### src/rtl/vip_frame_ctrl.sv
// Frame-synchronous mode scheduler for the video processing chain: applies mode changes only at frame start.
// Optional geometry statistics are built when VIP_FRAME_STATS_EN is defined.
//
// state    | meaning
// WAIT_SOF | after reset, waiting for the first clean frame start
// FRAME    | inside an active frame (vsync high)
// VBLANK   | between frames, waiting for the next frame start
module vip_frame_ctrl #(
  parameter int DEFAULT_MODE = 2,
  parameter int DROP_FRAMES  = 1,
  parameter int FRAME_CNT_W  = 16,
  parameter int H_ACTIVE     = 640,
  parameter int V_ACTIVE     = 480
) (
  input  logic                   clk,
  input  logic                   rst,
  input  logic                   per_frame_vsync,
  input  logic                   per_frame_href,
  input  logic                   per_frame_clken,
  input  logic [1:0]             cfg_mode,
  input  logic                   cfg_valid,
  output logic                   cfg_ready,
  output logic [1:0]             mode_sel,
  output logic                   mode_apply,
  output logic                   frame_mask,
  output logic [FRAME_CNT_W-1:0] frame_cnt,
  output logic                   err_cfg,
  output logic [10:0]            line_cnt,
  output logic                   geom_err
);

  typedef enum logic [1:0] {WAIT_SOF, FRAME, VBLANK} state_t;

  state_t     state, state_nxt;
  logic       vs_d;
  logic       sof, eof;
  logic       pend_valid;
  logic [1:0] pend_mode;
  logic [3:0] drop_cnt, drop_nxt;
  logic       apply_now, apply_change, frame_end;

  // vs_d resets high so a frame already running at reset release is not taken as a start
  assign sof = per_frame_vsync & ~vs_d;
  assign eof = ~per_frame_vsync & vs_d;
  assign cfg_ready = ~pend_valid;

  always_ff @(posedge clk or posedge rst) begin
    if (rst) state <= WAIT_SOF;
    else     state <= state_nxt;
  end

  always_comb begin
    state_nxt = state;
    case (state)
      WAIT_SOF: if (sof) state_nxt = FRAME;
      FRAME:    if (eof) state_nxt = VBLANK;
      VBLANK:   if (sof) state_nxt = FRAME;
      default:  state_nxt = WAIT_SOF;
    endcase
  end

  always_comb begin
    apply_now = 1'b0;
    frame_end = 1'b0;
    case (state)
      WAIT_SOF, VBLANK: apply_now = sof & pend_valid;
      FRAME:            frame_end = eof;
      default:          ;
    endcase
  end

  assign apply_change = apply_now && (pend_mode != mode_sel);

  always_comb begin
    drop_nxt = drop_cnt;
    if (apply_change)                      drop_nxt = 4'(DROP_FRAMES);
    else if (frame_end && drop_cnt != 4'd0) drop_nxt = drop_cnt - 4'd1;
  end

  always_ff @(posedge clk or posedge rst) begin
    if (rst) begin
      vs_d       <= 1'b1;
      mode_sel   <= 2'(DEFAULT_MODE);
      pend_valid <= 1'b0;
      pend_mode  <= 2'd0;
      mode_apply <= 1'b0;
      frame_mask <= 1'b0;
      err_cfg    <= 1'b0;
      frame_cnt  <= '0;
      drop_cnt   <= 4'd0;
    end else begin
      vs_d       <= per_frame_vsync;
      mode_apply <= apply_change;
      drop_cnt   <= drop_nxt;
      frame_mask <= (drop_nxt != 4'd0);
      // reserved mode 3 completes the handshake but never enters the buffer
      if (apply_now)
        pend_valid <= 1'b0;
      else if (cfg_valid && !pend_valid && cfg_mode != 2'd3) begin
        pend_valid <= 1'b1;
        pend_mode  <= cfg_mode;
      end
      if (cfg_valid && !pend_valid && cfg_mode == 2'd3)
        err_cfg <= 1'b1;
      if (apply_change)
        mode_sel <= pend_mode;
      if (frame_end)
        frame_cnt <= frame_cnt + 1'b1;
    end
  end

`ifdef VIP_FRAME_STATS_EN
  logic        href_d;
  logic        href_fall;
  logic [15:0] pix_cnt;
  logic [10:0] line_cnt_r;
  logic        geom_err_r;

  assign href_fall = ~per_frame_href & href_d;

  always_ff @(posedge clk or posedge rst) begin
    if (rst) begin
      href_d     <= 1'b0;
      pix_cnt    <= 16'd0;
      line_cnt_r <= 11'd0;
      geom_err_r <= 1'b0;
    end else begin
      href_d     <= per_frame_href;
      geom_err_r <= (href_fall && pix_cnt != 16'(H_ACTIVE)) ||
                    (frame_end && line_cnt_r != 11'(V_ACTIVE));
      if (href_fall)
        pix_cnt <= 16'd0;
      else if (per_frame_clken && per_frame_href)
        pix_cnt <= pix_cnt + 16'd1;
      if (sof)
        line_cnt_r <= 11'd0;
      else if (href_fall)
        line_cnt_r <= line_cnt_r + 11'd1;
    end
  end

  assign line_cnt = line_cnt_r;
  assign geom_err = geom_err_r;
`else
  logic unused_stats;
  assign unused_stats = ^{per_frame_href, per_frame_clken, 32'(H_ACTIVE), 32'(V_ACTIVE)};
  assign line_cnt = 11'd0;
  assign geom_err = 1'b0;
`endif

endmodule

### config.mk
export PLATFORM = sky130hd
export DESIGN_NAME = vip_frame_ctrl
export DESIGN_NICKNAME = d
export VERILOG_FILES = /design/src/rtl/vip_frame_ctrl.sv
export SDC_FILE = /design/constraint.sdc
export NUM_CORES = 1
export LEC_CHECK = 0
export BUFFER_PORTS_ARGS = -buffer_cell sky130_fd_sc_hd__buf_4
export CAP_MARGIN = 15
export CORE_MARGIN = 5
export CORE_UTILIZATION = 51
export DETAILED_ROUTE_END_ITERATION = 16
export GPL_TIMING_DRIVEN = 0
export MAX_ROUTING_LAYER = met4
export PLACE_DENSITY_LB_ADDON = 0.2
export SYNTH_ARGS = -nofsm -noshare
export SYNTH_HDL_FRONTEND = slang
export SYNTH_SLANG_ARGS = --single-unit
### constraint.sdc
create_clock -name clk -period 1.9 [get_ports clk]
set_input_delay 0.19 -clock clk [delete_from_list [all_inputs] [get_ports clk]]
set_output_delay 0.19 -clock clk [all_outputs]
set_load 0.005 [all_outputs]
==> flow_summary.json, run 1 <==
{
  "status": "finished, final reports clean",
  "cts_buffers": 5,
  "cap_violations": 0,
  "die_area_mm2": 0.004167,
  "gp_congestion": 0.7560,
  "reg2reg_depth": 5,
  "clkLatencyLatePin_ps": 340,
  "ctsResizeCount": 0,
  "ys_warn_count": 0,
  "synth_common_cells": "dfrtp_1, nand2_1, xnor2_1",
  "p_leak_nw": 0.9437,
  "die_x_um": 64.55,
  "max_stage_delay_ps": 550,
  "placed_cells": 205,
  "period_share_pct": 88.96,
  "initial_core_util_pct": 54.10,
  "arrival_ps": 1920,
  "ant_nets": 0,
  "wire_per_inst_um": 13.18,
  "dr.pass1.iters": 4,
  "setup_ws_ps": 209.8,
  "numPortBuffers": 27,
  "rsz0062_at_grt": "false",
  "vias": 1082,
  "setup_viol_count_final": 0,
  "grt_first_pass_wirelength_um": 4767,
  "setup_tns_ps": 0,
  "crit_buf_inv": 3,
  "place_ws_ps": 286.7,
  "slew_viol_final": 0,
  "hold_slack_ps": 107.4,
  "finish.utilization_pct": 67.62,
  "synth_top_area_share_pct": 47.82,
  "synthFlopType": "dfrtp_1",
  "syn_area_per_cell_um2": 11.16,
  "hold_path_depth": 2,
  "path_cells": "dlygate4sd3_1 > buf_4 > nand4bb_1 > buf_2 > a21oi_4 > nand3_1 > a221o_1",
  "synth_top_area_cell": "dfrtp_1",
  "async_flop_share_pct": 100.0,
  "place_area_mm2": 0.001800,
  "viasPerCell": 5.009,
  "coreArea_mm2": 0.002805,
  "overflow": 0,
  "drt_iter0_markers": 62,
  "vdd_ir_drop_max_v": 0.0006703,
  "area_delta_synth_final_pct": 24.98,
  "grt_max_degree": 32,
  "cts.clk_slew.worst_paths_ps": 90,
  "synth_seq_cells": 31,
  "end_kind": "register",
  "antenna_found_initial": 0,
  "start_kind": "primary input",
  "cts_tree": "built",
  "synth-edff-count": 0,
  "clock-root-buffer": "clkbuf_4",
  "rrSetupSlack_ps": 290,
  "grtUsageTotal_pct": 15.52,
  "min_to": "pend_mode[0]",
  "htreeDepth": 2,
  "grt_pass1_vias": 1086,
  "crit_fanout": 8,
  "diodes": 0,
  "crit_path_top_delay_cell": "dlygate4sd3_1",
  "min_path_type": "primary input to register",
  "cts_buffer_depth": 2,
  "fillers": 244,
  "fin_crit_ps": 1690,
  "die_h_um": 64.55,
  "critPathTopFamily": "buffers and inverters",
  "nets": 194,
  "io_pins": 42,
  "route.detailed.drc": 0,
  "fmax_mhz": 591.7,
  "r2r-end": "frame_mask",
  "power_mw": 1.986,
  "netlist_instances": 136,
  "r2r-start": "vs_d",
  "wirelength_um": 2846,
  "critPathRequiredTime_ps": 2130,
  "power_density_mw_per_mm2": 1047,
  "rows": 19,
  "fin_skew_ps": 10.54,
  "final_cells": 216,
  "synth_area_leaders": "dfrtp_1, xnor2_1, buf_4",
  "yosysUniqueCellTypes": 37,
  "dp_hpwl_um": 2053,
  "syn_area_mm2": 0.001518,
  "clkSinkCount": 31,
  "layout-drive-gt1-share_pct": 31.89,
  "path_class": "primary input to register",
  "yosysMostFrequentCell": "dfrtp_1",
  "fin_area_mm2": 0.001897,
  "hold_violations": 0,
  "min_from": "cfg_mode[0]",
  "yosysSeqAreaShare_pct": 51.28
}
==> logic make-up after synthesis <==
family / after synthesis / synth area share (%)
xor gates and xnor gates: 18 / 10.39
other: 1 / 0.2471
DFF: 31 / 51.28
buffers and inverters: 17 / 7.254
muxes: 3 / 2.143
adders and majority gates: 2 / 1.649
and+or+nand+nor: 52 / 20.69
AOI/OAI and AO/OA: 12 / 6.348
==> layout by cell type, fill, tap and decap left out, types with 5 or more instances in the layout <==
master / n
conb_1: 12
nand2_1: 15
xnor2_1: 14
nor2_1: 7
clkbuf_4: 5
buf_4: 39
dfrtp_1: 29
==> where the power goes <==
| group | switching (mW) | leakage [nW] | internal, mW |
|---|---|---|---|
| registers | 0.169 | 0.397 | 0.825 |
| logic | 0.278 | 0.520 | 0.352 |
| clock network | 0.215 | 0.0265 | 0.147 |
==> state kept, by name, summed over array words and instances, names as in the netlist <==
signal	cells
state	2
pend_mode	2
frame_cnt	16
vs_d	1
mode_sel	2
drop_cnt	4
pend_valid	1
mode_apply	1
err_cfg	1
frame_mask	1
==> per-layer routing <==
layer  vias to the layer above  global-route usage, %  routed length (µm)
met5                         -                      -                   0
met1                       505                  18.20                1214
li1                        533                      -                   -
met4                         0                  7.124                  51
met2                        34                  22.55                1348
met3                        10                  7.427                 231
==> how the worst max path moves through the flow <==
stage / start / cells after the start / endpoint
2_1_floorplan: vs_d / 5 / frame_mask
3_3_place_gp: vs_d / 5 / frame_mask
3_5_place_dp: vs_d / 5 / frame_mask
4_1_cts: per_frame_vsync / 7 / frame_mask
5_1_grt: per_frame_vsync / 7 / frame_mask
6_report: per_frame_vsync / 7 / frame_mask
==> what timing repair did <==
item	CTS	global route
buffers inserted	0	0
hold endpoints to repair	1	6
hold buffers	1	1
==> cell type report <==
cell class | instances | area, µm² | area share (%)
multi-input combinational | 99 | 670.6 | 35.36
buffer | 13 | 95.09 | 5.013
clock buffer | 8 | 48.80 | 2.573
inverter | 4 | 15.01 | 0.7916
timing repair buffer | 30 | 250.2 | 13.19
tap | 31 | 38.79 | 2.045
sequential | 31 | 778.2 | 41.03
Note: power is estimated with default switching activity, not from simulation.
==> inputs of run 2 (changes only) <==
--- a/config.mk
+++ b/config.mk
@@ -13,6 +13,7 @@
 export GPL_TIMING_DRIVEN = 0
 export MAX_ROUTING_LAYER = met4
 export PLACE_DENSITY_LB_ADDON = 0.2
+export RECOVER_POWER = 100
 export SYNTH_ARGS = -nofsm -noshare
 export SYNTH_HDL_FRONTEND = slang
 export SYNTH_SLANG_ARGS = --single-unit
==> flow_summary.json, run 2 (synthesis results as in run 1) <==
{
  "status": "finished, final reports clean",
  "die_h_um": 64.55,
  "power_frac_seq_pct": 50.2,
  "min_path_type": "primary input to register",
  "critPathRequiredTime_ps": 2180,
  "slew_viol_final": 0,
  "path_class": "primary input to register",
  "setup_viol_count_final": 0,
  "vias": 1082,
  "wire_per_inst_um": 13.06,
  "cts_buffer_depth": 2,
  "numPortBuffers": 27,
  "cts.clk_slew.worst_paths_ps": 90,
  "period_share_pct": 92.98,
  "clkLatencyLatePin_ps": 340,
  "ant_nets": 0,
  "grt_max_degree": 32,
  "clock-root-buffer": "clkbuf_4",
  "htreeDepth": 2,
  "reg_top3": "frame_cnt (16), drop_cnt (4)",
  "largest_register_ffs": 16,
  "fin_crit_ps": 1767,
  "gp_congestion": 0.7560,
  "cap_violations": 0,
  "nets": 194,
  "wirelength_um": 2820,
  "intPower_mw": 1.310,
  "met3_usage_pct": 7.427,
  "die_area_mm2": 0.004167,
  "initial_core_util_pct": 54.10,
  "gr-max-usage-layer": "met2",
  "power_switching_uw": 656.8,
  "fin_skew_ps": 10.26,
  "grt_pass1_vias": 1086,
  "crit_fanout": 7,
  "combPwrFrac_pct": 31.3,
  "die_x_um": 64.55,
  "drt_iter0_markers": 79,
  "swShare_pct": 33.39,
  "grtUsageTotal_pct": 15.52,
  "met2_usage_pct": 22.55,
  "most-common-layout-cells": "dfrtp_1, clkbuf_4, nand2_1, buf_4, xnor2_1",
  "arrival_ps": 2040,
  "regMostFlops": "frame_cnt",
  "rsz0062_at_grt": "false",
  "end_kind": "register",
  "cts_tree": "built",
  "dr.pass1.iters": 4,
  "grt_first_pass_wirelength_um": 4767,
  "layout-drive-gt1-share_pct": 29.73,
  "area_delta_synth_final_pct": 24.32,
  "use_met1_pct": 18.20,
  "power_density_mw_per_mm2": 1042,
  "route.detailed.drc": 0,
  "viasPerCell": 5.009,
  "cts_buffers": 5,
  "coreArea_mm2": 0.002805,
  "antenna_found_initial": 0,
  "start_kind": "primary input",
  "io_pins": 42,
  "clkSinkCount": 31,
  "setup_tns_ps": 0,
  "mostFrequentLayoutCell": "dfrtp_1",
  "rows": 19,
  "vdd_ir_drop_max_v": 0.0006717,
  "diodes": 0,
  "dp_hpwl_um": 2053,
  "hold_violations": 0,
  "overflow": 0,
  "power.share.clock_pct": 18.5,
  "p_leak_nw": 0.9313,
  "finish.utilization_pct": 67.26,
  "fmax_mhz": 566.1
}
## run 2: changes by cell type in the layout (fill, tap and decap cells not counted)
cell / previous run / this run
nand2_2: 1 / 0
clkbuf_4: 5 / 27
and4bb_4: 1 / 0
dfstp_2: 2 / 1
nand2_1: 15 / 16
or2_1: 1 / 0
clkbuf_1: 3 / 4
dfstp_1: 0 / 1
or2_0: 0 / 1
and4bb_1: 0 / 1
buf_4: 39 / 16
## run 2: path summary, 6_finish.rpt
kind,startpoint,to,slack (ps),depth (start not counted)
worst min register to register,frame_cnt[15],frame_cnt[15],490,1
max in group asynchronous,rst,state[1],1050,4
min in group asynchronous,rst,pend_mode[0],400,3
worst max register to register,vs_d,drop_cnt[3],230,4
worst min-delay path,cfg_mode[0],pend_mode[0],100,2
worst max-delay path,per_frame_vsync,drop_cnt[3],130,6
## run 2: worst max-delay path, cell delays in order
cell and delay (ps):
dlygate4sd3_1 550, clkbuf_1 150, and4bb_1 450, nand2_1 130
or4_4 430, a21oi_2 130
## run 2: layout make-up
type                       instances  area (µm²)
buffer                            13       95.09
clock buffer                       8       48.80
fill                             247       918.4
inverter                           4       15.01
multi-input combinational         99       664.4
sequential                        31       778.2
tap                               31       38.79
timing repair buffer              30       246.5
## run 2: repair_timing
item                                   CTS  global route
setup buffers                            0             0
setup endpoints to repair                0             0
hold buffers                             1             1
resized for setup                        0             0
endpoints found under the hold margin    1             6
## run 2: power by group through the flow
stage	Sequential, mW	Combinational (mW)	Clock, mW
floorplan	0.975	0.408	0
global placement	0.987	0.596	0
detailed placement	1.00	0.624	0
CTS	0.994	0.628	0.375
global route	1.01	0.692	0.412
finish	0.987	0.615	0.365
## run 2: through the flow
step	cells	area (µm²)	total power [mW]	hold slack [ps]	setup slack, ps
finish	216	1887	1.967	104.1	133.4
global route	216	1887	2.118	86.19	81.96
CTS	214	1859	1.997	91.42	229.4
detailed placement	205	1800	1.627	334.4	286.7
global placement	205	1800	1.583	322.7	328.5
floorplan	147	1559	1.384	194.5	410.2
## run 2: metal layers
layer,wire [µm],vias to the layer above
li1,-,534
met1,1189,504
met2,1346,34
met3,232,10
met4,51,0
met5,0,-
==> inputs of run 3 (changes only) <==
--- a/config.mk
+++ b/config.mk
@@ -7,8 +7,10 @@
 export LEC_CHECK = 0
 export BUFFER_PORTS_ARGS = -buffer_cell sky130_fd_sc_hd__buf_4
 export CAP_MARGIN = 15
+export CELL_PAD_IN_SITES_DETAIL_PLACEMENT = 1
+export CELL_PAD_IN_SITES_GLOBAL_PLACEMENT = 1
 export CORE_MARGIN = 5
-export CORE_UTILIZATION = 51
+export CORE_UTILIZATION = 39
 export DETAILED_ROUTE_END_ITERATION = 16
 export GPL_TIMING_DRIVEN = 0
 export MAX_ROUTING_LAYER = met4
==> flow_summary.json, run 3 (synthesis results as in run 1) <==
{
  "path_class": "register to register",
  "gp_congestion": 0.7613,
  "numPortBuffers": 27,
  "fmax_mhz": 600.8,
  "multi_input_area_um2": 659.4,
  "combPwrFrac_pct": 28.1,
  "cts_buffer_depth": 2,
  "period_share_pct": 87.60,
  "diodes": 0,
  "io_pins": 42,
  "mostFrequentLayoutCell": "dfrtp_1",
  "clkLatencyLatePin_ps": 280,
  "power_density_mw_per_mm2": 1135,
  "fillers": 433,
  "reg2reg_depth": 4,
  "viasPerCell": 4.788,
  "critPathRequiredTime_ps": 2110,
  "regMostFlops": "frame_cnt",
  "initial_core_util_pct": 40.84,
  "fin_area_mm2": 0.001907,
  "status": "complete, but fails checks",
  "finish.utilization_pct": 51.31,
  "seqCellArea_um2": 778.2,
  "ant_nets": 0,
  "drt_iter0_markers": 39,
  "dr.pass1.iters": 4,
  "area_delta_synth_final_pct": 25.64,
  "swShare_pct": 31.31,
  "p_leak_nw": 0.9301,
  "tightestPinTransition_ps": 885.6,
  "min_path_type": "primary input to asynchronous set/reset pin",
  "wire_per_inst_um": 13.32,
  "clock-root-buffer": "clkbuf_8",
  "most-common-layout-cells": "dfrtp_1, clkbuf_4, nand2_1, buf_4, xnor2_1",
  "grtUsageTotal_pct": 13.01,
  "power_frac_seq_pct": 45.6,
  "vdd_ir_drop_max_v": 0.0006196,
  "arrival_ps": 1880,
  "cts_hold_buf": 0,
  "ctsResizeCount": 0,
  "nets": 192,
  "clkSinkCount": 31,
  "antenna_found_initial": 0,
  "die_h_um": 72.38,
  "violations": "negative hold slack",
  "end_kind": "register",
  "die_x_um": 72.38,
  "post_cts_buffers": 0,
  "slew_viol_final": 0,
  "start_kind": "register",
  "reg_top3": "frame_cnt (16), drop_cnt (4)",
  "layout-drive-gt1-share_pct": 28.96,
  "hold_slack_ps": -15.87,
  "cts_buffers": 5,
  "wirelength_um": 3078,
  "dp_hpwl_um": 2393,
  "overflow": 0,
  "cap_violations": 0,
  "htreeDepth": 2,
  "setup_tns_ps": 0,
  "hold_violations": 13,
  "power_switching_uw": 677.5,
  "maxSlewHeadroom_pct": 40.96,
  "rows": 22,
  "cts.clk_slew.worst_paths_ps": 70,
  "fin_crit_ps": 1664,
  "largest_register_ffs": 16,
  "grt_max_degree": 17,
  "setup_viol_count_final": 0,
  "grt_pass1_vias": 1190,
  "cts_tree": "built",
  "grt_first_pass_wirelength_um": 5223,
  "place_area_mm2": 0.001849,
  "power.share.clock_pct": 26.3,
  "fin_skew_ps": 3.826,
  "coreArea_mm2": 0.003716,
  "die_area_mm2": 0.005239,
  "vias": 1106,
  "crit_fanout": 7,
  "rsz0062_at_grt": "false",
  "route.detailed.drc": 0,
  "intPower_mw": 1.486,
  "power_mw": 2.164
}
==> run 3: final timing paths <==
| check | from | endpoint | slack (ps) |
|---|---|---|---|
| max in group asynchronous | rst | frame_cnt[8] | 720 |
| max reg2reg | vs_d | drop_cnt[3] | 240 |
| max | vs_d | drop_cnt[3] | 240 |
| min | rst | state[1] | -20 |
| min in group clk | per_frame_vsync | vs_d | 50 |
| min reg2reg | frame_cnt[15] | frame_cnt[15] | 470 |
==> run 3: layer usage <==
metal | vias up | track usage, % | share of wire [%]
met2 | 23 | 22.24 | 51
met4 | 0 | 3.689 | 1.2
li1 | 525 | - | -
met1 | 553 | 14.73 | 43
met5 | - | - | 0
met3 | 5 | 3.878 | 4.4
==> run 3: metrics by stage <==
| stage | worst slack [ps] | hold WS, ps | cells |
|---|---|---|---|
| floorplan | 410.2 | 194.5 | 147 |
| global placement | 341.2 | 329.7 | 222 |
| detailed placement | 297.8 | 332.6 | 223 |
| CTS | 284.5 | 32.13 | 231 |
| global route | 144.8 | 57.92 | 231 |
| finish | 235.6 | -15.87 | 231 |
==> run 3: power groups by stage <==
stage / sequential, mW / clock (mW) / combinational (mW)
after floorplan: 0.975 / 0 / 0.408
after global placement: 0.986 / 0 / 0.603
after detailed placement: 1.01 / 0 / 0.643
after CTS: 0.994 / 0.590 / 0.645
after global routing: 1.02 / 0.620 / 0.688
final: 0.986 / 0.569 / 0.608
==> run 3: worst max-delay path: stages (launching register included) <==
cell and delay [ps]:
dfstp_1 550, and4bb_1 350, nand2_1 130, or4_4 430
a21oi_2 140
==> run 3: cell type report <==
cell class | instances | share of cell area (%)
timing repair buffer | 28 | 10.43
buffer | 13 | 4.987
tap | 48 | 3.150
sequential | 31 | 40.81
clock buffer | 8 | 5.249
inverter | 4 | 0.7874
multi-input combinational | 99 | 34.58
